### src/rtl/dec_pkg.sv
// Shared widths and types for the register-bank destination decoder.
// Used by the register bank write path and reg_dest_decoder.
package dec_pkg;
  localparam int DEC_IN_W  = 4;
  localparam int DEC_OUT_W = 16;

  typedef logic [DEC_IN_W-1:0]  dest_idx_t;
  typedef logic [DEC_OUT_W-1:0] dest_sel_t;
endpackage

### src/rtl/dec_onehot_comb.sv
// Purely combinational IN_W-to-OUT_W one-hot decoder.
// Ports: idx (index in), sel (one-hot select out, sel[i] = idx==i).
module dec_onehot_comb
  import dec_pkg::*;
#(
  parameter int  IN_W  = DEC_IN_W,
  localparam int OUT_W = 2**IN_W
) (
  input  logic [IN_W-1:0]  idx,
  output logic [OUT_W-1:0] sel
);

  for (genvar i = 0; i < OUT_W; i++) begin : g_line
    assign sel[i] = (idx == IN_W'(i));
  end

endmodule

### src/rtl/reg_dest_decoder.sv
// Registered one-hot destination decoder with enable gating and valid.
// Ports: clk, rst (sync, active-high), en, in, out, valid, and
// onehot_err only when DEC_ONEHOT_CHECK_EN is defined.
module reg_dest_decoder
  import dec_pkg::*;
#(
  parameter int  IN_W  = DEC_IN_W,
  localparam int OUT_W = 2**IN_W
) (
  input  logic             clk,
  input  logic             rst,
  input  logic             en,
  input  logic [IN_W-1:0]  in,
  output logic [OUT_W-1:0] out,
`ifdef DEC_ONEHOT_CHECK_EN
  output logic             onehot_err,
`endif
  output logic             valid
);

  logic [OUT_W-1:0] dec;

  dec_onehot_comb #(
    .IN_W (IN_W)
  ) u_dec (
    .idx (in),
    .sel (dec)
  );

  // Registered so downstream write-enables never see decode glitches.
  always_ff @(posedge clk) begin
    if (rst) begin
      out   <= '0;
      valid <= 1'b0;
    end else begin
      out   <= en ? dec : '0;
      valid <= en;
    end
  end

`ifdef DEC_ONEHOT_CHECK_EN
  logic multi;
  logic stray;
  logic bad;

  // x & (x-1) clears the lowest set bit; nonzero means 2+ bits set.
  assign multi = |(out & (out - OUT_W'(1)));
  assign stray = (|out) && !valid;
  assign bad   = multi || stray;

  always_ff @(posedge clk) begin
    if (rst) begin
      onehot_err <= 1'b0;
    end else if (bad) begin
      onehot_err <= 1'b1;
    end
  end
`endif

endmodule

### config.mk
export PLATFORM = sky130hd
export DESIGN_NAME = reg_dest_decoder
export DESIGN_NICKNAME = d
export VERILOG_FILES = /design/src/rtl/dec_pkg.sv /design/src/rtl/dec_onehot_comb.sv /design/src/rtl/reg_dest_decoder.sv
export SDC_FILE = /design/constraint.sdc
export NUM_CORES = 1
export LEC_CHECK = 0
export ABC_AREA = 1
export CORE_MARGIN = 4
export CORE_UTILIZATION = 41
export DETAILED_ROUTE_END_ITERATION = 10
export GPL_TIMING_DRIVEN = 0
export PLACE_DENSITY_LB_ADDON = 0.08
export SETUP_SLACK_MARGIN = 0.4
export SYNTH_ARGS = -nofsm -noshare
export SYNTH_HDL_FRONTEND = slang
export SYNTH_HIERARCHICAL = 1
export SYNTH_SLANG_ARGS = --single-unit
export TNS_END_PERCENT = 30
### constraint.sdc
create_clock -name clk -period 0.8 [get_ports clk]
set_clock_uncertainty 0.2 [all_clocks]
set_input_delay 0.08 -clock clk [delete_from_list [all_inputs] [get_ports clk]]
set_output_delay 0.08 -clock clk [all_outputs]
set_load 0.02 [all_outputs]
==> results of run 1 <==
## logic make-up after synthesis
| logic type | after synthesis |
|---|---|
| flip-flops | 17 |
| buffers and inverters | 23 |
| AND/OR/NAND/NOR | 41 |
## metrics by stage
step                 util  hold slack [ns]  setup TNS (ns)  setup WS (ns)  cells
CTS                 0.821           -0.143           -3.63         -0.226    123
floorplan               -           0.0123               0          0.136     81
detailed placement  0.698            0.578          -15.46         -0.592    119
global placement    0.698            0.578          -15.06         -0.551    119
## cells in the mapped netlist
| cell | count | area, um^2 |
|---|---|---|
| nand2_4 | 1 | 11.3 |
| dfxtp_1 | 17 | 340 |
| inv_1 | 22 | 82.6 |
| nand2_1 | 8 | 30.0 |
| buf_6 | 1 | 11.3 |
| nor2_1 | 23 | 86.3 |
| nor2_2 | 8 | 50.1 |
| nor2_4 | 1 | 11.3 |
## timing repair
| item | 4_1_cts |
|---|---|
| endpoints found under the hold margin | 17 |
| resized for setup | 167 |
| endpoints found under the setup margin | 34 |
| pin swaps | 31 |
==> impl_metrics.ini, run 1 <==
[outcome]
outcome = aborted with a tool error
failed_stage = global routing (5_1_grt)
stop_error = [ERROR DPL-0033] detailed placement checks failed during check placement.

[floorplan]
ioPinCount = 24
row_count = 13
chipWidth_um = 47.0
die_h_um = 47.0
start_util = 0.456

[synthesis]
synthDistinctLibCells = 8
synth_nets = 88
synthCells = 81
yosys.area_share.simple = 0.303
synth_compound_area_frac = 0
syn-cell-area_um2 = 623
synth_xor_area_frac = 0
synth_top_family_by_area = simple AND/OR/NAND/NOR gates
synthAdderAreaFrac = 0
avgSynthCellArea_um2 = 7.69
muxShareOfSynthArea = 0
synth-seq-cells = 17
synth_warnings = 6
ys_seq_area_frac = 0.546

[grt]
grt_max_degree = 11
antenna_found_initial = 0

[clock_tree]
cts_root_buffer = clkbuf_4
clockBufferDepth = 2
post_cts_buffers = 0
htreeDepth = 1
cts_made_buffers = 3
clock-sinks = 17

[sta]
grt-worst-endpoint = out[2]
worst-ep-kind = output port

[placed_design]
placed_area_um2 = 953
dpl.hpwl_um = 974
port_buffers = 23
routabilityCongestion = 0.770
==> inputs of run 2 (changes only) <==
--- a/config.mk
+++ b/config.mk
@@ -6,12 +6,11 @@
 export NUM_CORES = 1
 export LEC_CHECK = 0
 export ABC_AREA = 1
-export CORE_MARGIN = 4
-export CORE_UTILIZATION = 41
+export CORE_AREA = 4 4 65 67
 export DETAILED_ROUTE_END_ITERATION = 10
+export DIE_AREA = 0 0 69 71
 export GPL_TIMING_DRIVEN = 0
-export PLACE_DENSITY_LB_ADDON = 0.08
-export SETUP_SLACK_MARGIN = 0.4
+export PLACE_DENSITY_LB_ADDON = 0.15
 export SYNTH_ARGS = -nofsm -noshare
 export SYNTH_HDL_FRONTEND = slang
 export SYNTH_HIERARCHICAL = 1
==> run 2 against run 1 <==
Effect of this change: the flow now finishes, with violations (negative setup slack); synthesized cell count did not move; synthesized area did not move.
==> impl_metrics.ini, run 2 <==
[outcome]
outcome = finished with violations
violations = negative setup slack

[clock_tree]
tritoncts = done
cts_root_buffer = clkbuf_8
clk_pin_slew_ns = 0.06
htreeDepth = 1
cts_made_buffers = 3
clock-sinks = 17
clockBufferDepth = 2
hold_buffers = 0

[sta]
fmax_ghz = 1.03
setup_viol = 17
fin_crit_sh = 1.21
slew_headroom = 0.921
rsz0062_at_grt = true
period_minus_slack_ns = 0.969
worst_slack_ns = -0.169
final_max_slew_viol_count = 0
worstMarginPinSlew_ns = 0.118
hold_viol = 0
hold-worst-slack_ns = 0.0118
tns_ns = -2.76

[setup_path]
cp_data_arrival_time_ns = 0.69
critPathKind = reg -> out
crit_path_start = out[3]
crit_slowest_cell = dfxtp_2
crit_path_start_kind = flip-flop
crit_path_end_kind = output pin
cp.required_ns = 0.52
critical_path.top_delay_family = flip-flops
critPathBufInv = 1
max_stage_delay_ns = 0.32
cp_cell_sequence = buf_6
worst-path-stages = 1
path_max_fanout = 1

[cells_and_area]
syn_to_final_growth_pct = 61.8
largest_registers = out (16), valid (1)
largest-register = out
layout.cells.non_filler = 156
largest_reg_flops = 16
fin_nets = 116
final_cell_mix = nor2_1 (22), inv_1 (17), dfxtp_2 (17), buf_6 (17), nor2_2 (9)
drive_above_1_share = 0.611
diodes = 0
final_common_cell = nor2_1
final_area_mm2 = 0.00101
postLayoutCoreUtil = 0.278

[grt]
grt_pass1_vias = 556
grt_use_total = 0.0605
grt_max_degree = 11
overflow = 0
grt_pass1_wl_um = 2300
antenna_found_initial = 0

[floorplan]
chipWidth_um = 69
row_count = 22
dieArea_mm2 = 0.00490
die_h_um = 71
ioPinCount = 24
start_util = 0.171
core_area_mm2 = 0.00363

[hold_path]
hold_path_class = in -> reg
hp-start = in[0]
hold_depth = 5

[placed_design]
port_buffers = 23
preCtsSetupSlack_ns = -0.494
routabilityCongestion = 0.753
placed_area_um2 = 913
dpl.hpwl_um = 1040
dp.cells = 152

[synthesis]
synth_area_leaders = dfxtp_1 (55%), nor2_1 (14%), inv_1 (13%)
synth_edf_count = 0
synthArstFlopShare = 0
synth_top_area_share = 0.546
avgSynthCellArea_um2 = 7.69
synth-seq-cells = 17
synth_warnings = 6
synth_common_cells = nor2_1 (23), inv_1 (22), dfxtp_1 (17)
synth_ff_type = dfxtp_1
post-synth-top-count-cell = nor2_1
synth_nets = 88
syn-cell-area_um2 = 623
ys_seq_area_frac = 0.546
synthDistinctLibCells = 8
yosysTopAreaCell = dfxtp_1
synthCells = 81

[pwr]
powerDensity_mw_per_mm2 = 1630
power_frac_clock = 0.376
fin_total_pwr_mw = 1.65
max-vdd-ir-drop_mv = 0.533
p_comb_frac = 0.100
p_int_mw = 1.27
netSwitchingFraction = 0.230
p_seq_frac = 0.524
p_leak_nw = 0.422
p_sw_mw = 0.379

[detailed_routing]
ant_nets = 0
drc = 0
vias_per_cell = 3.30
drt_iter0_drc = 10
drt_pre_antenna_iters = 4
totalWireLength_um = 1280
wl_per_cell_um = 8.19
vias = 515

[job]
maxCapViolCount = 0
==> run 2: timing repair <==
item                                    CTS  global route
gates resized for setup                 137            11
endpoints found under the setup margin   34            33
buffers inserted                          0             0
==> run 2: path summary, 6_finish.rpt <==
path | endpoint
setup / recovery | out[3]
hold / removal | out[1]
==> run 2: kinds of logic (layout without fill, tap and decap cells) <==
family                 after synthesis  in the layout  synth area share
AND/OR/NAND/NOR                     41             41             0.303
buffers and inverters               23             50             0.151
flip-flops                          17             17             0.546
==> run 2: final cells by class <==
type,instances,area [um^2]
fill,414,2630
sequential,17,362
timing repair buffer,23,229
multi-input combinational,41,209
inverter,22,82.6
tap,48,60.1
clock buffer,3,41.3
buffer,1,20.0
clock inverter,1,5.00
==> run 2: routing by layer <==
metal  part of all wire  GRT usage  vias up
li1                   -          -      275
met1               0.39     0.0569      224
met2               0.51      0.104       12
met3              0.056     0.0185        4
met4              0.041     0.0586        0
met5                  0          0        -
==> run 2: power groups by stage <==
stage | combinational, mW | sequential (mW) | clock (mW)
2_1_floorplan | 0.0734 | 0.893 | 0
3_3_place_gp | 0.158 | 0.879 | 0
3_5_place_dp | 0.160 | 0.879 | 0
4_1_cts | 0.169 | 0.863 | 0.654
5_1_grt | 0.185 | 0.863 | 0.702
6_report | 0.165 | 0.863 | 0.620
Power figures use the tool's default switching activity.
